**config.mk**
```make
export PLATFORM = sky130hd
export DESIGN_NAME = seg7_scan_reader_flat
export DESIGN_NICKNAME = d
export VERILOG_FILES = /design/src/rtl/seg7_scan_reader_pkg.sv /design/src/rtl/seg7_scan_reader_if.sv /design/src/rtl/seg7_scan_reader_seg7_to_bcd.sv /design/src/rtl/seg7_scan_reader.sv /design/src/flat_wrapper.sv
export SDC_FILE = /design/constraint.sdc
export NUM_CORES = 1
export LEC_CHECK = 0
export BUFFER_PORTS_ARGS = -buffer_cell sky130_fd_sc_hd__buf_2
export CAP_MARGIN = 25
export CORE_AREA = 5 5 123 125
export CTS_BUF_LIST = sky130_fd_sc_hd__clkbuf_4 sky130_fd_sc_hd__clkbuf_8 sky130_fd_sc_hd__clkbuf_16
export CTS_CLUSTER_SIZE = 10
export DETAILED_ROUTE_END_ITERATION = 6
export DIE_AREA = 0 0 128 130
export SLEW_MARGIN = 40
export SYNTH_ARGS = -nofsm -noshare
export SYNTH_HDL_FRONTEND = slang
export SYNTH_SLANG_ARGS = --single-unit
```
**constraint.sdc**
```tcl
create_clock -name clk -period 9.1 [get_ports clk]
set_clock_uncertainty 0.05 [all_clocks]
set_input_delay 1.82 -clock clk [delete_from_list [all_inputs] [get_ports clk]]
set_output_delay 1.82 -clock clk [all_outputs]
set_load 0.005 [all_outputs]
```
**src/rtl/seg7_scan_reader_pkg.sv**
```systemverilog
// seg7_pkg: shared types and constants for the 7-segment scan reader.
// Segment patterns are active-low, bit order {g,f,e,d,c,b,a}.
package seg7_pkg;

  typedef logic [6:0] seg7_t;
  typedef logic [3:0] bcd_t;

  localparam seg7_t SEG_0     = 7'b1000000;
  localparam seg7_t SEG_1     = 7'b1111001;
  localparam seg7_t SEG_2     = 7'b0100100;
  localparam seg7_t SEG_3     = 7'b0110000;
  localparam seg7_t SEG_4     = 7'b0011001;
  localparam seg7_t SEG_5     = 7'b0010010;
  localparam seg7_t SEG_6     = 7'b0000010;
  localparam seg7_t SEG_7     = 7'b1111000;
  localparam seg7_t SEG_8     = 7'b0000000;
  localparam seg7_t SEG_9     = 7'b0011000;
  localparam seg7_t SEG_BLANK = 7'b1111111;

  localparam bcd_t BCD_BLANK   = 4'hF;
  localparam bcd_t BCD_INVALID = 4'hE;

  function automatic logic is_digit(bcd_t code);
    return code <= 4'd9;
  endfunction

endpackage

```
**src/rtl/seg7_scan_reader_if.sv**
```systemverilog
// seg7_scan_reader_if: frame handshake between the scan reader and its consumer.
//   bcd_out     : frame, digit i at [4i+3:4i]
//   digit_valid : bit i set when digit i decoded to 0-9
//   frame_valid : frame available (master drives)
//   frame_ready : consumer accepts the frame (slave drives)
interface seg7_scan_reader_if #(
  parameter int NUM_DIGITS = 4
) ();
  logic [4*NUM_DIGITS-1:0] bcd_out;
  logic [NUM_DIGITS-1:0]   digit_valid;
  logic                    frame_valid;
  logic                    frame_ready;

  modport master (output bcd_out, output digit_valid, output frame_valid, input frame_ready);
  modport slave  (input bcd_out, input digit_valid, input frame_valid, output frame_ready);
endinterface

```
**src/rtl/seg7_scan_reader_seg7_to_bcd.sv**
```systemverilog
// seg7_to_bcd: combinational active-low 7-segment pattern to BCD lookup.
//   seg : segment pattern {g,f,e,d,c,b,a}, 0 = lit
//   bcd : 0-9, BCD_BLANK for an unlit digit, BCD_INVALID otherwise
module seg7_to_bcd
  import seg7_pkg::*;
(
  input  seg7_t seg,
  output bcd_t  bcd
);

  always_comb begin
    case (seg)
      SEG_0:     bcd = 4'd0;
      SEG_1:     bcd = 4'd1;
      SEG_2:     bcd = 4'd2;
      SEG_3:     bcd = 4'd3;
      SEG_4:     bcd = 4'd4;
      SEG_5:     bcd = 4'd5;
      SEG_6:     bcd = 4'd6;
      SEG_7:     bcd = 4'd7;
      SEG_8:     bcd = 4'd8;
      SEG_9:     bcd = 4'd9;
      SEG_BLANK: bcd = BCD_BLANK;
      default:   bcd = BCD_INVALID;
    endcase
  end

endmodule

```
**src/rtl/seg7_scan_reader.sv**
```systemverilog
// seg7_scan_reader: watches a multiplexed common-anode 7-segment bus, decodes
// each strobed digit, filters it for stability and hands complete frames to a
// consumer over a valid/ready handshake.
//   clk, rst_n  : clock, asynchronous active-low reset
//   seg_in      : segment lines {g,f,e,d,c,b,a}, active-low
//   an_in       : anode strobes, active-low, bit i = digit i
//   frame       : master side of seg7_scan_reader_if (bcd_out, digit_valid,
//                 frame_valid out; frame_ready in)
//   overlap_err : one-cycle pulse when more than one anode goes active
//   code_err    : one-cycle pulse when an unrecognised pattern commits
//   stale       : no sample within TIMEOUT cycles
// Optional feature: define SEG7_SCAN_TIMEOUT_EN to build the idle counter that
// drives stale; otherwise stale is constant 0 and TIMEOUT has no effect.
module seg7_scan_reader
  import seg7_pkg::*;
#(
  parameter int NUM_DIGITS = 4,
  parameter int SETTLE     = 2,
  parameter int STABLE_CNT = 3,
  parameter int TIMEOUT    = 65535
) (
  input  logic                   clk,
  input  logic                   rst_n,
  input  seg7_t                  seg_in,
  input  logic [NUM_DIGITS-1:0]  an_in,
  seg7_scan_reader_if.master     frame,
  output logic                   overlap_err,
  output logic                   code_err,
  output logic                   stale
);

  localparam int IW = (NUM_DIGITS > 1) ? $clog2(NUM_DIGITS) : 1;
  localparam int SW = $clog2(SETTLE + 1);
  localparam int CW = $clog2(STABLE_CNT + 1);
  localparam logic [SW-1:0] SETTLE_LAST = SW'(SETTLE - 1);
  localparam logic [SW-1:0] SETTLE_MAX  = SW'(SETTLE);
  localparam logic [CW-1:0] STABLE_MAX  = CW'(STABLE_CNT);

  seg7_t                 seg_s1, seg_s2;
  logic [NUM_DIGITS-1:0] an_s1, an_s2, an_prev;
  logic [SW-1:0]         settle_cnt;
  logic                  multi_q;
  logic                  one_low, multi_low, sample;
  logic [IW-1:0]         dig_idx;
  bcd_t                  sample_code;

  bcd_t                  cand      [NUM_DIGITS];
  logic [CW-1:0]         scnt      [NUM_DIGITS];
  bcd_t                  committed [NUM_DIGITS];
  logic [NUM_DIGITS-1:0] cflag;
  logic [CW-1:0]         next_cnt;
  logic                  commit;
  logic                  idle_hit;

  logic [4*NUM_DIGITS-1:0] bcd_q;
  logic [NUM_DIGITS-1:0]   dv_q;
  logic                    fv_q;

  always_ff @(posedge clk or negedge rst_n) begin
    if (!rst_n) begin
      seg_s1  <= '1;
      seg_s2  <= '1;
      an_s1   <= '1;
      an_s2   <= '1;
      an_prev <= '1;
    end else begin
      seg_s1  <= seg_in;
      seg_s2  <= seg_s1;
      an_s1   <= an_in;
      an_s2   <= an_s1;
      an_prev <= an_s2;
    end
  end

  always_comb begin
    one_low   = ($countones(~an_s2) == 1);
    multi_low = ($countones(~an_s2) > 1);
    dig_idx   = '0;
    for (int unsigned i = 0; i < NUM_DIGITS; i++) begin
      if (!an_s2[i]) dig_idx = IW'(i);
    end
  end

  // The counter parks at SETTLE after the sample, so each strobe samples once.
  assign sample = one_low && (an_s2 == an_prev) && (settle_cnt == SETTLE_LAST);

  always_ff @(posedge clk or negedge rst_n) begin
    if (!rst_n) begin
      settle_cnt  <= '0;
      multi_q     <= 1'b0;
      overlap_err <= 1'b0;
    end else begin
      multi_q     <= multi_low;
      overlap_err <= multi_low && !multi_q;
      if (one_low && (an_s2 == an_prev)) begin
        if (settle_cnt != SETTLE_MAX) settle_cnt <= settle_cnt + 1'b1;
      end else begin
        settle_cnt <= '0;
      end
    end
  end

  seg7_to_bcd u_dec (
    .seg (seg_s2),
    .bcd (sample_code)
  );

  always_comb begin
    if (sample_code == cand[dig_idx]) begin
      next_cnt = (scnt[dig_idx] == STABLE_MAX) ? STABLE_MAX : scnt[dig_idx] + 1'b1;
    end else begin
      next_cnt = CW'(1);
    end
    commit = sample && (next_cnt >= STABLE_MAX);
  end

`ifdef SEG7_SCAN_TIMEOUT_EN
  localparam logic [15:0] TIMEOUT_MAX  = 16'(TIMEOUT);
  localparam logic [15:0] TIMEOUT_LAST = 16'(TIMEOUT - 1);
  logic [15:0] idle_cnt;
  logic        stale_q;

  assign idle_hit = !sample && (idle_cnt == TIMEOUT_LAST);
  assign stale    = stale_q;

  always_ff @(posedge clk or negedge rst_n) begin
    if (!rst_n) begin
      idle_cnt <= '0;
      stale_q  <= 1'b0;
    end else if (sample) begin
      idle_cnt <= '0;
      stale_q  <= 1'b0;
    end else begin
      if (idle_cnt != TIMEOUT_MAX) idle_cnt <= idle_cnt + 1'b1;
      if (idle_hit) stale_q <= 1'b1;
    end
  end
`else
  assign idle_hit = 1'b0;
  // Constant 0: TIMEOUT only matters when the idle counter is built.
  assign stale    = (TIMEOUT < 0);
`endif

  // Frame clear is written before the per-digit commit so that a commit on the
  // latch cycle survives and counts toward the following frame.
  always_ff @(posedge clk or negedge rst_n) begin
    if (!rst_n) begin
      cand      <= '{default: '0};
      scnt      <= '{default: '0};
      committed <= '{default: BCD_BLANK};
      cflag     <= '0;
      bcd_q     <= '1;
      dv_q      <= '0;
      fv_q      <= 1'b0;
      code_err  <= 1'b0;
    end else begin
      code_err <= commit && (sample_code == BCD_INVALID);
      if (idle_hit) scnt <= '{default: '0};
      if (!fv_q && (&cflag) && !stale) begin
        fv_q  <= 1'b1;
        cflag <= '0;
        for (int unsigned i = 0; i < NUM_DIGITS; i++) begin
          bcd_q[4*i +: 4] <= committed[i];
          dv_q[i]         <= is_digit(committed[i]);
        end
      end else if (fv_q && frame.frame_ready) begin
        fv_q <= 1'b0;
      end
      if (sample) begin
        cand[dig_idx] <= sample_code;
        scnt[dig_idx] <= next_cnt;
        if (commit) begin
          committed[dig_idx] <= sample_code;
          cflag[dig_idx]     <= 1'b1;
        end
      end
    end
  end

  assign frame.bcd_out     = bcd_q;
  assign frame.digit_valid = dv_q;
  assign frame.frame_valid = fv_q;

endmodule

```
**src/flat_wrapper.sv**
```systemverilog
// flat-port wrapper written by rule: the top's interface ports become plain ports
module seg7_scan_reader_flat import seg7_pkg::*;
#(
  parameter int NUM_DIGITS = 4,
  parameter int SETTLE     = 2,
  parameter int STABLE_CNT = 3,
  parameter int TIMEOUT    = 65535
)
  (clk, rst_n, seg_in, an_in, overlap_err, code_err, stale, frame_bcd_out, frame_digit_valid, frame_frame_valid, frame_frame_ready);
  seg7_scan_reader_if #(.NUM_DIGITS(NUM_DIGITS)) frame_i ();
  input  logic clk;
  input  logic rst_n;
  input  seg7_t seg_in;
  input  logic [NUM_DIGITS-1:0] an_in;
  output logic overlap_err;
  output logic code_err;
  output logic stale;
  output wire logic [$bits(frame_i.bcd_out)-1:0] frame_bcd_out;
  output wire logic [$bits(frame_i.digit_valid)-1:0] frame_digit_valid;
  output wire logic [$bits(frame_i.frame_valid)-1:0] frame_frame_valid;
  input wire logic [$bits(frame_i.frame_ready)-1:0] frame_frame_ready;
  assign frame_bcd_out = frame_i.bcd_out;
  assign frame_digit_valid = frame_i.digit_valid;
  assign frame_frame_valid = frame_i.frame_valid;
  assign frame_i.frame_ready = frame_frame_ready;
  seg7_scan_reader #(.NUM_DIGITS(NUM_DIGITS), .SETTLE(SETTLE), .STABLE_CNT(STABLE_CNT), .TIMEOUT(TIMEOUT)) u_core (.clk(clk), .rst_n(rst_n), .seg_in(seg_in), .an_in(an_in), .frame(frame_i), .overlap_err(overlap_err), .code_err(code_err), .stale(stale));
endmodule
```
# ---- Word level (Yosys, flattened, before mapping)
# Index checks and enable logic that the tools add are counted.
dict set report totals {
  mem_bits_ro 0
  latchBits 0
  memories 0
  reg_bits 96
  ram_bits 0
}
dict set report classes {
  div 0
  magnitude_cmp 10
  mux 28
  n_eq_ne 18
  shift 0
  multipliers 0
  reduce_logical 15
  bitwise 3
  n_addsub 5
}
# op count
set ops {}
lappend ops {{$pmux 4 s11} 1}
lappend ops {{$bwmux 16} 2}
lappend ops {{$eq 32x2->1 const B} 1}
lappend ops {{$gt 32x2->1 const B} 1}
lappend ops {{$eq 7x7->1 const B} 4}
lappend ops {{$mux 4} 6}
lappend ops {{$eq 7x5->1 const B} 3}
lappend ops {{$mux 2} 9}
lappend ops {{$le 4x4->1 const B} 4}
lappend ops {{$eq 7x6->1 const B} 2}
lappend ops {{$logic_and 1x1->1} 9}
lappend ops {{$bmux 4 s2} 1}
lappend ops {{$bwmux 8} 1}
lappend ops {{$demux 4 s2} 1}
lappend ops {{$eq 4x4->1} 2}
lappend ops {{$eq 7x2->1 const B} 1}
lappend ops {{$logic_not 7->1} 1}
lappend ops {{$add 1x1->2} 2}
lappend ops {{$add 2x1->2 const B} 2}
lappend ops {{$bmux 2 s2} 1}
lappend ops {{$demux 2 s2} 1}
lappend ops {{$eq 4x4->1 const B} 1}
lappend ops {{$mux 1} 4}
lappend ops {{$ne 2x2->1 const B} 2}
lappend ops {{other kinds (16)} 17}

# ---- Logic depth before layout (Yosys ltp)
dict set report depth {
  ltp_word 14
  depth_mapped 13
  ltp_nobuf 11
}

# ---- Modules after synthesis
# Synthesis repeated with hierarchy kept, for this count alone.
dict set report unflattened {
  cells_unflattened 330
  area_unflattened_um2 4400.5
}
# module seq_area_each_um2 instances area_per_inst_um2 cells_per_inst
set modules_own_cells {}
lappend modules_own_cells {seg7_scan_reader 2474.9 1 4117.7 287}
lappend modules_own_cells {seg7_to_bcd 0.0 1 282.8 43}

# ---- Worst setup path after synthesis
# OpenSTA, ideal clock, no wires.
dict set report synth_path {
  kind {reg-to-reg}
  startpoint {reg u_core.an_s2[2]}
  endpoint {reg u_core.committed[0] (netlist bit)}
  stages_incl_launch_ff 11
  arrival_time_ps 3138
  path_buffers 0
  period_less_slack_ps 3273
  slack_ps 5827
  required_ps 8965
  setup_time_ps 85
  cell_sequence {dfstp_2 inv_1 ha_1 ha_1 inv_1 fa_1 nand4_1 nand4bb_1 nor3_1 nand4_2 mux2_1}
}
dict set report synth_between {
  elab_chain_cells 12
}
# element line_no
set synth_rtl {}
lappend synth_rtl {{from (decl)} seg7_scan_reader.sv:40} ;# logic [NUM_DIGITS-1:0] an_s1, an_s2, an_prev;
lappend synth_rtl {{from (signal assigned)} seg7_scan_reader.sv:70} ;# an_s2 <= an_s1;
lappend synth_rtl {{$mux 2 (2 in series)} seg7_scan_reader.sv:80} ;# if (!an_s2[i]) dig_idx = IW'(i);
lappend synth_rtl {{$not 2->3 (not written as such)} {seg7_scan_reader.sv:109, seg7_scan_reader.sv:110, seg7_scan_reader.sv:173}}
lappend synth_rtl {{$bmux 2 s2} seg7_scan_reader.sv:110} ;# next_cnt = (scnt[dig_idx] == STABLE_MAX) ? STABLE_MAX : scnt[dig_idx] + 1'b1;
lappend synth_rtl {{$mux 2 (not written as such) (2 in series)} seg7_scan_reader.sv:110}
lappend synth_rtl {{$add 2x1->2 or $eq 2x2->1 (tied branches)} seg7_scan_reader.sv:110}
lappend synth_rtl {{$mux 2} seg7_scan_reader.sv:110}
lappend synth_rtl {{$mux 2} seg7_scan_reader.sv:109} ;# if (sample_code == cand[dig_idx]) begin
lappend synth_rtl {{$ge 2x2->1} seg7_scan_reader.sv:114} ;# commit = sample && (next_cnt >= STABLE_MAX);
lappend synth_rtl {{$logic_and 1x1->1} seg7_scan_reader.sv:114}
lappend synth_rtl {{$reduce_and 2->1 (no source line)} --}
lappend synth_rtl {{to (signal, indexed assignment)} seg7_scan_reader.sv:173} ;# committed[dig_idx] <= sample_code;
lappend synth_rtl {{to (decl)} seg7_scan_reader.sv:49} ;# bcd_t committed [NUM_DIGITS];
# Several ways; a longest one is shown, not always the timed one. The select of a mux whose other input is x is not followed.
# A chain may end at the register's enable or synchronous reset.

# ---- Final worst setup path
dict set report layout_path {
  startpoint {reg u_core.an_s2[3]}
  endpoint {reg u_core.committed[14] (netlist bit)}
}
dict set report layout_between {
  elab_chain_cells 11
}
# element line_no
set layout_rtl {}
lappend layout_rtl {{$mux 2} seg7_scan_reader.sv:80}
lappend layout_rtl {{$not 2->3 (not written as such)} {seg7_scan_reader.sv:109, seg7_scan_reader.sv:110, seg7_scan_reader.sv:173}}
lappend layout_rtl {{$bmux 2 s2} seg7_scan_reader.sv:110}
lappend layout_rtl {{$mux 2 (not written as such) (2 in series)} seg7_scan_reader.sv:110}
lappend layout_rtl {{$add 2x1->2 or $eq 2x2->1 (tied branches)} seg7_scan_reader.sv:110}
lappend layout_rtl {{$mux 2} seg7_scan_reader.sv:110}
lappend layout_rtl {{$mux 2} seg7_scan_reader.sv:109}
lappend layout_rtl {{$ge 2x2->1} seg7_scan_reader.sv:114}
lappend layout_rtl {{$logic_and 1x1->1} seg7_scan_reader.sv:114}
lappend layout_rtl {{$reduce_and 2->1 (no source line)} --}
# Several ways; a longest one is shown, not always the timed one. The select of a mux whose other input is x is not followed.

==> metrics <==
final period utilization between 30% and 40%; area occupied by multi-input gates 0.00149 mm²; worst-case reg-to-reg path depth 11; pin count of the biggest net entering global routing 78; Initial DRC Count 103; worst hold path class flop to flop; CTS resizes 0; fill count 1369; Post-synth top cells dfstp_2, mux2_2, dfrtp_1, mux2_1; row count 43; CTS buffer count 9; root buffer cell clkbuf_16; busiest grt layer met2; dpl ws 5550 ps; wire per inst 14.1 µm; Post-Syn Instances 288; synth unique cells 48; # Post-CTS Setup Buffers 0; met1 usage 12.0%; grt met3 use 3.15%; Arr. time, crit path between 3000 and 4000 ps; IO buf count 36; Die Area 0.0166 mm²; vias per cell 4.51; fmax 0.282 GHz; total grt overflow 0; Area contributors post-synth dfstp_2, dfrtp_1, mux2_2, mux2_1, mux4_2; syn_area_per_cell ~14 µm²; Net Count, Synth between 300 and 400; Initial Utilization 29.5%; Die H 130 µm; Ports 38; Worst Max-Slew Pin Slew ~680 ps; TNS Setup 0 ps; ys async rst share 100%; max-cap violations 0; DP HPWL slightly above 5000 µm; final hold violation count 0; Post-Syn Area 0.00406 mm²; Primary FF master, synth dfstp_2; Final Critical Period 3540 ps; critical-path cell list inv_1 -> ha_1 -> ha_1 -> inv_1 -> fa_1 -> nand4_1 -> nand4bb_1 -> or3_1 -> nor2_1 -> and3_1 -> mux2_1; Crit. End Element flop; critical path's largest stage delay 570 ps; CTS tree done; NumNets Final 345; Horiz. Die Dim 128 µm; vias in the first global route 2425; GRT Overall Usage 9.39%; layout cell share with drive strength beyond 1 51.1%; drt drc 0; drt first pass iters 4; CP max FO 8; Reg area 0.00247 mm²; post-synth top area share between 30% and 40%; Final Util roughly a third; final setup margin 5560 ps; cell count after placement 493; CTS Sinks 96; Yosys top cell by area dfstp_2; Worst setup SP type flop; met2 Use GR 15.0%; clock buffer depth 2; final WL 7170 µm; Core ar. about 0.014 mm²; worst hold path stage count 0; Crit-path slowest cell dfstp_2; Crit Path Category flop to flop; Cell Count, Final, Fillers Out slightly above 500; #FFs+latches synth 96; Worst-path clk slew 60 ps; Post-synth EDFFs 0; Max Slew Vio Count 0; first-pass GRT wire length 12400 µm; RSZ-0062 raised after global routing no; VDD IR max 0.0962 mV; Power per Cell Area between 150 and 200 mW/mm²; register area share after synthesis 60.9%; status finished clean; H-Tree Depth 3; most frequent cell after synthesis dfstp_2; cts hold-fix bufs 0; max_slew headroom 54.7%; initial antenna violation count 0; Pleak 0.00220 µW; final setup fails 0; gp weighted congestion roughly 0.8; antenna cells 0; worst skew pair latency 340 ps; Layout area overhead 16.2%; antenna-violating nets left 0; Via Count roughly 2300; critical path required time 9310 ps; synth warn 0
## placed cells by master, fill, tap and decap left out, drive strengths merged, types with 4 or more instances in the layout
master / n
or3: 5
nor2: 13
inv: 15
xor2: 6
ha: 6
o21ai: 11
mux4: 6
xnor2: 4
mux2: 56
clkbuf: 11
a21oi: 7
dfrtp: 38
nand4: 5
dfstp: 58
buf: 38
nand3: 5
and3: 5
nand2: 8
## where the power goes
group          total [µW]  switching, µW  internal (µW)
clock                 352            158            194
combinational        35.0           21.9           13.0
sequential            448           6.92            441
## sequential cells by signal, indices dropped and copies added, names as in the netlist, 2 cells and up
signal / flops
u_core.an_prev: 4
u_core.an_s1: 4
u_core.an_s2: 4
u_core.cand: 16
u_core.cflag: 4
u_core.committed: 16
u_core.frame.bcd_out: 16
u_core.frame.digit_valid: 4
u_core.scnt: 8
u_core.seg_s1: 7
u_core.seg_s2: 7
u_core.settle_cnt: 2
## area by class of cell
cell class	count	area share, %
clock buffer	11	5.09
clock inverter	5	0.875
inverter	13	1.03
multi-input combinational	166	31.5
sequential	96	52.4
tap	180	4.77
timing repair buffer	38	4.27
## worst max-delay path: cells and delay by family, from the launching register on
kind	cells	cell delay, ps
AND/OR/NAND/NOR	5	1390
adder cells (fa/ha/maj)	3	960
flip-flops	1	570
multiplexers	1	350
buffers and inverters	2	140
## per-stage QoR
step           total power, µW  hold WS [ps]  area, µm²
2_1_floorplan              472           295       4060
3_3_place_gp               489           296       4430
3_5_place_dp               491           297       4440
4_1_cts                    853           307       4720
5_1_grt                    877           309       4720
6_report                   835           306       4720
## final timing paths
check,from,endpoint,slack (ps)
setup / recovery,u_core.an_s2[3],u_core.committed[14],5560
hold / removal,u_core.seg_s1[1],u_core.seg_s2[1],310
setup reg to reg,u_core.an_s2[3],u_core.committed[14],5560
hold reg to reg,u_core.seg_s1[1],u_core.seg_s2[1],310
max in group asynchronous,rst_n,u_core.scnt[7],6770
min in group asynchronous,rst_n,u_core.overlap_err,1300
## kinds of logic after synthesis
family | synth area share, %
AOI/OAI and AO/OA | 4.56
xor gates and xnor gates | 2.16
adders and majority gates | 2.34
buffers and inverters | 2.59
DFF | 60.9
muxes | 18.8
other | 0.0923
and+or+nand+nor | 8.50
## routing by layer
layer | wire length (µm) | share of wire (%)
met2 | 3530 | 49
met3 | 261 | 3.6
met5 | 0 | 0
met4 | 100 | 1.4
met1 | 3280 | 46
Note: power is estimated with default switching activity, not from simulation.
